==> config.mk <==
export PLATFORM = sky130hd
export DESIGN_NAME = draw_text_scroller_flat
export DESIGN_NICKNAME = d
export VERILOG_FILES = /design/src/rtl/gvideo_pkg.sv /design/src/rtl/draw_text_scroller_if.sv /design/src/rtl/delay.sv /design/src/rtl/text_scroll_fsm.sv /design/src/rtl/draw_text_scroller.sv /design/src/flat_wrapper.sv
export SDC_FILE = /design/constraint.sdc
export NUM_CORES = 1
export LEC_CHECK = 0
export BUFFER_PORTS_ARGS = -buffer_cell sky130_fd_sc_hd__clkbuf_2
export CAP_MARGIN = 30
export CORE_ASPECT_RATIO = 1.1
export CORE_MARGIN = 8
export CORE_UTILIZATION = 35
export DETAILED_ROUTE_END_ITERATION = 10
export GPL_ROUTABILITY_DRIVEN = 0
export PLACE_DENSITY = 0.64
export SETUP_SLACK_MARGIN = 0.15
export SLEW_MARGIN = 20
export SYNTH_ARGS = -nofsm -noshare
export SYNTH_HDL_FRONTEND = slang
export SYNTH_SLANG_ARGS = --single-unit
==> constraint.sdc <==
create_clock -name pclk -period 5.9 [get_ports pclk]
set_clock_uncertainty 0.2 [all_clocks]
set_input_delay 0.295 -clock pclk [delete_from_list [all_inputs] [get_ports pclk]]
set_output_delay 0.295 -clock pclk [all_outputs]
set_load 0.03 [all_outputs]
==> src/rtl/gvideo_pkg.sv <==
// Shared video-pipeline definitions: counter/colour widths, glyph geometry
// and the scroll FSM state encoding.
package gvideo_pkg;
    localparam int CNT_W  = 11;
    localparam int RGB_W  = 12;
    localparam int POS_W  = 12;
    localparam int CHAR_W = 8;
    localparam int CHAR_H = 16;

    typedef enum logic [1:0] {
        ST_IDLE   = 2'd0,
        ST_SCROLL = 2'd1,
        ST_HOLD   = 2'd2
    } scroll_state_t;
endpackage

==> src/rtl/draw_text_scroller_if.sv <==
// VGA pixel-stream bus: counters, sync/blank timing and the pixel colour.
interface draw_text_scroller_if;
    import gvideo_pkg::*;

    logic [CNT_W-1:0] hcount;
    logic [CNT_W-1:0] vcount;
    logic             hsync;
    logic             vsync;
    logic             hblnk;
    logic             vblnk;
    logic [RGB_W-1:0] rgb;

    modport master (output hcount, vcount, hsync, vsync, hblnk, vblnk, rgb);
    modport slave  (input  hcount, vcount, hsync, vsync, hblnk, vblnk, rgb);
endinterface

==> src/rtl/delay.sv <==
// Generic register delay line, CLK_DEL stages deep, cleared on reset.
module delay #(
    parameter int WIDTH   = 1,
    parameter int CLK_DEL = 1
) (
    input  logic             clk,
    input  logic             rst,
    input  logic [WIDTH-1:0] din,
    output logic [WIDTH-1:0] dout
);
    logic [WIDTH-1:0] pipe [CLK_DEL];

    always_ff @(posedge clk or posedge rst) begin
        if (rst) begin
            for (int i = 0; i < CLK_DEL; i++) pipe[i] <= '0;
        end else begin
            pipe[0] <= din;
            for (int i = 1; i < CLK_DEL; i++) pipe[i] <= pipe[i-1];
        end
    end

    assign dout = pipe[CLK_DEL-1];
endmodule

==> src/rtl/text_scroll_fsm.sv <==
// Frame-synchronous credits scroll: moves the box top from Y_START up to
// Y_STOP, one STEP every FRAMES_PER_STEP vsync rising edges.
module text_scroll_fsm
    import gvideo_pkg::*;
#(
    parameter int Y_START         = 768,
    parameter int Y_STOP          = 100,
    parameter int STEP            = 1,
    parameter int FRAMES_PER_STEP = 2
) (
    input  logic             clk,
    input  logic             rst,
    input  logic             vsync_in,
    input  logic             start,
    input  logic             stop,
    input  logic             loop,
    output logic [POS_W-1:0] y_pos,
    output logic             busy,
    output logic             done
);
    localparam logic [POS_W-1:0] Y_START_P = POS_W'(Y_START);
    localparam logic [POS_W-1:0] Y_STOP_P  = POS_W'(Y_STOP);
    localparam logic [POS_W-1:0] STEP_P    = POS_W'(STEP);
    localparam logic [15:0]      FR_LAST   = 16'(FRAMES_PER_STEP - 1);

    scroll_state_t    state;
    logic             vsync_q;
    logic [15:0]      fcnt;
    logic             frame_tick;
    logic [POS_W-1:0] y_next;

    assign frame_tick = vsync_in & ~vsync_q;
    assign y_next     = (y_pos <= Y_STOP_P + STEP_P) ? Y_STOP_P : y_pos - STEP_P;

    always_ff @(posedge clk or posedge rst) begin
        if (rst) begin
            state   <= ST_IDLE;
            y_pos   <= Y_START_P;
            fcnt    <= '0;
            vsync_q <= 1'b0;
            busy    <= 1'b0;
            done    <= 1'b0;
        end else begin
            vsync_q <= vsync_in;
            done    <= 1'b0;
            // stop wins over start and over a coincident frame tick
            if (stop) begin
                state <= ST_IDLE;
                busy  <= 1'b0;
                y_pos <= Y_START_P;
                fcnt  <= '0;
            end else begin
                case (state)
                    ST_IDLE, ST_HOLD: begin
                        if (start) begin
                            state <= ST_SCROLL;
                            busy  <= 1'b1;
                            y_pos <= Y_START_P;
                            fcnt  <= '0;
                        end
                    end
                    ST_SCROLL: begin
                        if (frame_tick) begin
                            if (fcnt == FR_LAST) begin
                                fcnt <= '0;
                                if (y_pos == Y_STOP_P) begin
                                    if (loop) y_pos <= Y_START_P;
                                    else      state <= ST_HOLD;
                                end else begin
                                    y_pos <= y_next;
                                    if (y_next == Y_STOP_P) begin
                                        done <= 1'b1;
                                        if (!loop) state <= ST_HOLD;
                                    end
                                end
                            end else begin
                                fcnt <= fcnt + 16'd1;
                            end
                        end
                    end
                    default: begin
                        state <= ST_IDLE;
                        busy  <= 1'b0;
                    end
                endcase
            end
        end
    end
endmodule

==> src/rtl/draw_text_scroller.sv <==
// Scaled character-grid overlay with its own vertical credits scroll; drives
// an external char-code ROM and font ROM and merges glyphs into the VGA stream.
module draw_text_scroller
    import gvideo_pkg::*;
#(
    parameter int COL_W           = 4,
    parameter int ROW_W           = 3,
    parameter int SCALE_LOG2      = 0,
    parameter int ROM_LAT         = 1,
    parameter int Y_START         = 768,
    parameter int Y_STOP          = 100,
    parameter int STEP            = 1,
    parameter int FRAMES_PER_STEP = 2
) (
    input  logic                   pclk,
    input  logic                   rst,
    draw_text_scroller_if.slave    vin,
    draw_text_scroller_if.master   vout,
    input  logic [POS_W-1:0]       xpos,
    input  logic [7:0]             char_pixels,
    input  logic [RGB_W-1:0]       color_fg,
    input  logic [RGB_W-1:0]       color_bg,
    input  logic                   transparent_bg,
    input  logic                   start,
    input  logic                   stop,
    input  logic                   loop,
    output logic [ROW_W+COL_W-1:0] char_xy,
    output logic [3:0]             char_line,
    output logic                   busy,
    output logic                   done
);
    localparam int          BUS_W = 2*CNT_W + 4 + RGB_W;
    localparam logic [12:0] BOX_W = 13'(CHAR_W << (COL_W + SCALE_LOG2));
    localparam logic [12:0] BOX_H = 13'(CHAR_H << (ROW_W + SCALE_LOG2));

    function automatic logic [RGB_W-1:0] pick_pixel(
        input logic glyph_on, input logic tbg,
        input logic [RGB_W-1:0] fg, input logic [RGB_W-1:0] bg,
        input logic [RGB_W-1:0] under);
        if (glyph_on) return fg;
        return tbg ? under : bg;
    endfunction

    logic [POS_W-1:0] y_pos;

    text_scroll_fsm #(
        .Y_START(Y_START), .Y_STOP(Y_STOP), .STEP(STEP),
        .FRAMES_PER_STEP(FRAMES_PER_STEP)
    ) u_fsm (
        .clk(pclk), .rst(rst), .vsync_in(vin.vsync),
        .start(start), .stop(stop), .loop(loop),
        .y_pos(y_pos), .busy(busy), .done(done)
    );

    logic [12:0]        hx, vy, xp, yp, dx_raw, dy_raw;
    logic [COL_W+2:0]   dx;
    logic [ROW_W+3:0]   dy;
    logic               in_box;

    always_comb begin
        hx     = {2'b00, vin.hcount};
        vy     = {2'b00, vin.vcount};
        xp     = {1'b0, xpos};
        yp     = {1'b0, y_pos};
        dx_raw = hx - xp;
        dy_raw = vy - yp;
        dx     = (COL_W+3)'(dx_raw >> SCALE_LOG2);
        dy     = (ROW_W+4)'(dy_raw >> SCALE_LOG2);
        in_box = (hx >= xp) && (hx < xp + BOX_W) && (vy >= yp) && (vy < yp + BOX_H);
    end

    // Stage 1 registers the ROM address; stages 2..ROM_LAT wait for the font row
    logic       inside_p [ROM_LAT];
    logic [2:0] col_p    [ROM_LAT];

    always_ff @(posedge pclk or posedge rst) begin
        if (rst) begin
            char_xy   <= '0;
            char_line <= '0;
            for (int k = 0; k < ROM_LAT; k++) begin
                inside_p[k] <= 1'b0;
                col_p[k]    <= '0;
            end
        end else begin
            char_xy     <= {dy[ROW_W+3:4], dx[COL_W+2:3]};
            char_line   <= dy[3:0];
            inside_p[0] <= in_box && busy;
            col_p[0]    <= dx[2:0];
            for (int k = 1; k < ROM_LAT; k++) begin
                inside_p[k] <= inside_p[k-1];
                col_p[k]    <= col_p[k-1];
            end
        end
    end

    logic [BUS_W-1:0] bus_d;
    logic [CNT_W-1:0] hc_d, vc_d;
    logic             hs_d, vs_d, hb_d, vb_d;
    logic [RGB_W-1:0] rgb_d;

    delay #(.WIDTH(BUS_W), .CLK_DEL(ROM_LAT)) u_delay (
        .clk(pclk), .rst(rst),
        .din({vin.hcount, vin.vcount, vin.hsync, vin.vsync, vin.hblnk, vin.vblnk, vin.rgb}),
        .dout(bus_d)
    );

    assign {hc_d, vc_d, hs_d, vs_d, hb_d, vb_d, rgb_d} = bus_d;

    // Final stage: the font row is valid here, aligned with the delayed timing
    always_ff @(posedge pclk or posedge rst) begin
        if (rst) begin
            vout.hcount <= '0;
            vout.vcount <= '0;
            vout.hsync  <= 1'b0;
            vout.vsync  <= 1'b0;
            vout.hblnk  <= 1'b0;
            vout.vblnk  <= 1'b0;
            vout.rgb    <= '0;
        end else begin
            vout.hcount <= hc_d;
            vout.vcount <= vc_d;
            vout.hsync  <= hs_d;
            vout.vsync  <= vs_d;
            vout.hblnk  <= hb_d;
            vout.vblnk  <= vb_d;
            if (hb_d || vb_d)
                vout.rgb <= '0;
            else if (inside_p[ROM_LAT-1])
                vout.rgb <= pick_pixel(char_pixels[3'd7 - col_p[ROM_LAT-1]], transparent_bg,
                                       color_fg, color_bg, rgb_d);
            else
                vout.rgb <= rgb_d;
        end
    end
endmodule

==> src/flat_wrapper.sv <==
// flat-port wrapper written by rule: the top's interface ports become plain ports
module draw_text_scroller_flat import gvideo_pkg::*;
#(
    parameter int COL_W           = 4,
    parameter int ROW_W           = 3,
    parameter int SCALE_LOG2      = 0,
    parameter int ROM_LAT         = 1,
    parameter int Y_START         = 768,
    parameter int Y_STOP          = 100,
    parameter int STEP            = 1,
    parameter int FRAMES_PER_STEP = 2
)
  (pclk, rst, xpos, char_pixels, color_fg, color_bg, transparent_bg, start, stop, loop, char_xy, char_line, busy, done, vin_hcount, vin_vcount, vin_hsync, vin_vsync, vin_hblnk, vin_vblnk, vin_rgb, vout_hcount, vout_vcount, vout_hsync, vout_vsync, vout_hblnk, vout_vblnk, vout_rgb);
  draw_text_scroller_if vin_i ();
  draw_text_scroller_if vout_i ();
  input  logic pclk;
  input  logic rst;
  input  logic [POS_W-1:0] xpos;
  input  logic [7:0] char_pixels;
  input  logic [RGB_W-1:0] color_fg;
  input  logic [RGB_W-1:0] color_bg;
  input  logic transparent_bg;
  input  logic start;
  input  logic stop;
  input  logic loop;
  output logic [ROW_W+COL_W-1:0] char_xy;
  output logic [3:0] char_line;
  output logic busy;
  output logic done;
  input wire logic [$bits(vin_i.hcount)-1:0] vin_hcount;
  input wire logic [$bits(vin_i.vcount)-1:0] vin_vcount;
  input wire logic [$bits(vin_i.hsync)-1:0] vin_hsync;
  input wire logic [$bits(vin_i.vsync)-1:0] vin_vsync;
  input wire logic [$bits(vin_i.hblnk)-1:0] vin_hblnk;
  input wire logic [$bits(vin_i.vblnk)-1:0] vin_vblnk;
  input wire logic [$bits(vin_i.rgb)-1:0] vin_rgb;
  output wire logic [$bits(vout_i.hcount)-1:0] vout_hcount;
  output wire logic [$bits(vout_i.vcount)-1:0] vout_vcount;
  output wire logic [$bits(vout_i.hsync)-1:0] vout_hsync;
  output wire logic [$bits(vout_i.vsync)-1:0] vout_vsync;
  output wire logic [$bits(vout_i.hblnk)-1:0] vout_hblnk;
  output wire logic [$bits(vout_i.vblnk)-1:0] vout_vblnk;
  output wire logic [$bits(vout_i.rgb)-1:0] vout_rgb;
  assign vin_i.hcount = vin_hcount;
  assign vin_i.vcount = vin_vcount;
  assign vin_i.hsync = vin_hsync;
  assign vin_i.vsync = vin_vsync;
  assign vin_i.hblnk = vin_hblnk;
  assign vin_i.vblnk = vin_vblnk;
  assign vin_i.rgb = vin_rgb;
  assign vout_hcount = vout_i.hcount;
  assign vout_vcount = vout_i.vcount;
  assign vout_hsync = vout_i.hsync;
  assign vout_vsync = vout_i.vsync;
  assign vout_hblnk = vout_i.hblnk;
  assign vout_vblnk = vout_i.vblnk;
  assign vout_rgb = vout_i.rgb;
  draw_text_scroller #(.COL_W(COL_W), .ROW_W(ROW_W), .SCALE_LOG2(SCALE_LOG2), .ROM_LAT(ROM_LAT), .Y_START(Y_START), .Y_STOP(Y_STOP), .STEP(STEP), .FRAMES_PER_STEP(FRAMES_PER_STEP)) u_core (.pclk(pclk), .rst(rst), .vin(vin_i), .vout(vout_i), .xpos(xpos), .char_pixels(char_pixels), .color_fg(color_fg), .color_bg(color_bg), .transparent_bg(transparent_bg), .start(start), .stop(stop), .loop(loop), .char_xy(char_xy), .char_line(char_line), .busy(busy), .done(done));
endmodule
==> impl_metrics.env <==
export IMPL_clock_sinks=123
export IMPL_grt_ovfl_total=0
export IMPL_area_growth_pct=34.4
export IMPL_cts_made_buffers=17
export IMPL_grt_pass1_vias=4949
export IMPL_wl_per_cell_um=16.1
export IMPL_drive_above_1_share_pct=27.1
export IMPL_final_util_pct=47.4
export IMPL_synth_warning_count=0
export IMPL_ys_seq_elements=123
export IMPL_grt_usage_pct=14.7
export IMPL_fp_row_count=49
export IMPL_cpMostUsedCell="a21oi_1"
export IMPL_start_kind="flop"
export IMPL_synth_xor_area_share_pct=3.99
export IMPL_hpwl_mm=11.2
export IMPL_hold_viol=0
export IMPL_cp_num_buf_inv=1
export IMPL_regToRegSetupSlack_ps=3100
export IMPL_syn_area_per_cell_sq_um=11.0
export IMPL_htreeDepth=4
export IMPL_fill_cells=1458
export IMPL_yosysSeqAreaShare_pct=54.0
export IMPL_setup_viol=0
export IMPL_worst_path_max_fanout=8
export IMPL_slowest_delay_ps=590
export IMPL_hold_path_depth=3
export IMPL_cts_tree="done"
export IMPL_dr_first_iter_drc_count=254
export IMPL_finalWirelength_mm=14.9
export IMPL_yosysUniqueCellTypes=61
export IMPL_rsz0062_at_grt="false"
export IMPL_fin_crit_sh_pct=47.5
export IMPL_async_flop_share_pct=100
export IMPL_vias=4586
export IMPL_min_to="u_core.col_p[1]"
export IMPL_synth_edf_count=0
export IMPL_finalCriticalPeriod_ps=2800
export IMPL_synth_mux_area_share_pct=1.34
export IMPL_die_y_um=150
export IMPL_worstHoldPathType="input port to flop"
export IMPL_cts_setup_buffers=0
export IMPL_start_util_pct=35.2
export IMPL_coreArea_sq_um=16200
export IMPL_path_clk_slew_ps=60
export IMPL_routed_via_density=4.97
export IMPL_path_cells="inv_1, ha_1, nor2_1, a21oi_1, o31ai_2, and3_1, a21oi_1, a31oi_1"
export IMPL_synth_simple_area_share_pct=15.3
export IMPL_insertion_delay_ps=410
export IMPL_slew_headroom_pct=45.6
export IMPL_rr_endpoint="u_core.u_fsm.y_pos[3]"
export IMPL_portBuffers=138
export IMPL_reg2reg_from="u_core.u_fsm.y_pos[0]"
export IMPL_setup_tns_ps=0
export IMPL_antenna_found_initial=1
export IMPL_drtAntennaViolNets=0
export IMPL_synth_compound_area_share_pct=12.9
export IMPL_slowest_stage="o31ai_2"
export IMPL_finalMaxSlewViolations=0
export IMPL_fp_dieArea_sq_um=20600
export IMPL_cts_buffer_depth=2
export IMPL_combinationalPowerShare_pct=25.2
export IMPL_powerDensity_nw_per_um2=357
export IMPL_grt_pass1_wl_mm=23.9
export IMPL_vdd_drop_max_mv=0.183
export IMPL_p_switching_mw=0.866
export IMPL_routed_wl_met2_mm=7.20
export IMPL_clkPwrFrac_pct=38.7
export IMPL_synthesis_instances=517
export IMPL_outcome="completed"
export IMPL_synthAdderAreaFrac_pct=9.04
export IMPL_ios=139
export IMPL_power_leakage_nw=3.77
export IMPL_drc=0
export IMPL_r2r_cells=8
export IMPL_tightest_slew_ps=812
export IMPL_max_freq_mhz=357
export IMPL_final_nets=834
export IMPL_syn_nets=645
export IMPL_p_seq_share_pct=36.1
export IMPL_p_sw_share_pct=31.7
export IMPL_diodes=0
export IMPL_cts_root_buf="clkbuf_16"
export IMPL_hold_start="xpos[1]"
export IMPL_path_delay_family="compound AO/OA/AOI/OAI gates"
export IMPL_path_class="flop to flop"
export IMPL_cp_end_kind="flop"
export IMPL_worstPathRequired_ps=6040
export IMPL_synth_top_family_by_area="simple AND/OR/NAND/NOR gates"
export IMPL_wl_met3_mm=1.25
export IMPL_grt_max_degree=74
export IMPL_internal_power_mw=1.87
export IMPL_cap_violations=0
export IMPL_syn_area_sq_um=5700
export IMPL_met1_length_mm=6.10
export IMPL_highest_layer="met5"
export IMPL_dr_pass1_iters=4
export IMPL_critical_path_arrival_ps=2940
export IMPL_die_w_um=138
export IMPL_ys_flop_type="dfrtp_1"
kinds of logic (layout without fill, tap and decap cells):
kind of cell,count (synthesis),after routing
simple gates,166,166
flops,123,123
compound gates,107,107
buf+inv,50,252
fa+ha+maj,40,40
xor+xnor,26,26
mux,5,5
cells in the final DEF (no fill, tap or decap), drive strengths merged, types with 8 or more instances in the layout:
master	netlist	routed
nand4	10	10
dfrtp	121	121
o21ai	37	37
nand2	28	28
nor3	22	22
xor2	10	10
dlygate4sd3	0	41
nor2	47	47
nor4	8	8
inv	37	38
xnor2	16	16
a21oi	16	16
nand3	17	17
clkbuf	8	157
o211a	12	12
ha	38	38
nor2b	8	8
flip-flops by register name, summed over array words and instances, names as in the netlist:
| signal | cells |
|---|---|
| u_core.u_delay.dout | 38 |
| u_core.u_fsm.busy | 1 |
| u_core.vout.hsync | 1 |
| u_core.vout.rgb | 12 |
| u_core.vout.hblnk | 1 |
| u_core.vout.hcount | 11 |
| u_core.vout.vcount | 11 |
| u_core.u_fsm.state | 2 |
| u_core.u_fsm.fcnt | 16 |
| u_core.inside_p | 1 |
| u_core.vout.vsync | 1 |
| u_core.vout.vblnk | 1 |
| u_core.u_fsm.y_pos | 12 |
| u_core.char_line | 4 |
| u_core.char_xy | 7 |
| u_core.col_p | 3 |
| u_core.u_fsm.done | 1 |
stage by stage:
stage / total power [mW] / hold slack [ps] / setup slack (ps) / cell area (sq um) / instances
3_5_place_dp: 1.66 / 135 / 2990 / 6620 / 849
4_1_cts: 2.76 / 8.72 / 2930 / 7640 / 922
3_3_place_gp: 1.64 / 131 / 3010 / 6610 / 848
2_1_floorplan: 1.47 / 126 / 2140 / 5700 / 517
6_report: 2.73 / 30.7 / 3100 / 7660 / 923
5_1_grt: 2.89 / 29.1 / 2960 / 7660 / 923
synthesized netlist by cell type (6+ instances only):
master    instances  area (sq um)
and3_1            6          37.5
inv_1            37           139
clkbuf_1          8          30.0
nand2b_1          7          43.8
nand4_1           9          56.3
xor2_1           10          87.6
xnor2_1          16           140
a31oi_1           7          43.8
ha_1             38           475
nor2_1           47           176
nor4_1            6          37.5
nor2b_1           8          50.1
o211a_1          12           120
nand2_1          28           105
a21o_1            6          45.0
o21ai_0          34           170
a21oi_1          15          75.1
dfrtp_1         121          3030
nand3_1          16          80.1
nor3_1           21           105
per-layer routing:
| layer | global-route usage (%) | vias to the layer above |
|---|---|---|
| met5 | 0 | - |
| li1 | - | 2207 |
| met3 | 4.53 | 28 |
| met4 | 5.49 | 2 |
| met1 | 16.8 | 2194 |
| met2 | 25.2 | 155 |
power groups by stage:
stage / clock network (mW) / registers (mW) / logic (mW)
final: 1.06 / 0.986 / 0.689
after global placement: 0 / 0.995 / 0.645
after floorplan: 0 / 1.06 / 0.409
after global routing: 1.12 / 0.996 / 0.765
after CTS: 1.08 / 0.985 / 0.692
after detailed placement: 0 / 0.999 / 0.663
worst max-delay path by stage:
stage | start | to | depth (start not counted)
2_1_floorplan | rst | u_core.char_line[0] | 1
3_3_place_gp | u_core.u_fsm.fcnt[5] | u_core.u_fsm.y_pos[2] | 6
3_5_place_dp | u_core.col_p[0] | u_core.vout.rgb[4] | 5
4_1_cts | u_core.col_p[0] | u_core.vout.rgb[4] | 5
5_1_grt | u_core.u_fsm.y_pos[0] | u_core.u_fsm.y_pos[3] | 8
6_report | u_core.u_fsm.y_pos[0] | u_core.u_fsm.y_pos[3] | 8
worst register-to-register path, cell delays in order, from the launching register on:
cell and delay (ps):
dfrtp_1 520, inv_1 140, ha_1 320, nor2_1 140, a21oi_1 90, o31ai_2 590
and3_1 420, a21oi_1 150, a31oi_1 160
cell type report:
cell class                      count  area, sq um  share of cell area (%)
Timing Repair Buffer              183         1140                    14.9
Tap cell                          204          255                    3.33
Inverter                           37          141                    1.84
Clock inverter                     13          168                    2.19
Clock buffer                       19          443                    5.78
Sequential cell                   123         3080                    40.2
Multi-Input combinational cell    344         2430                    31.7
repair_timing:
| item | CTS | global route |
|---|---|---|
| hold buffers | 41 | 0 |
| endpoints found under the hold margin | 110 | 0 |
| setup endpoints to repair | 0 | 0 |
| gates resized for setup | 0 | 0 |
(Power assumes the default switching activity.)
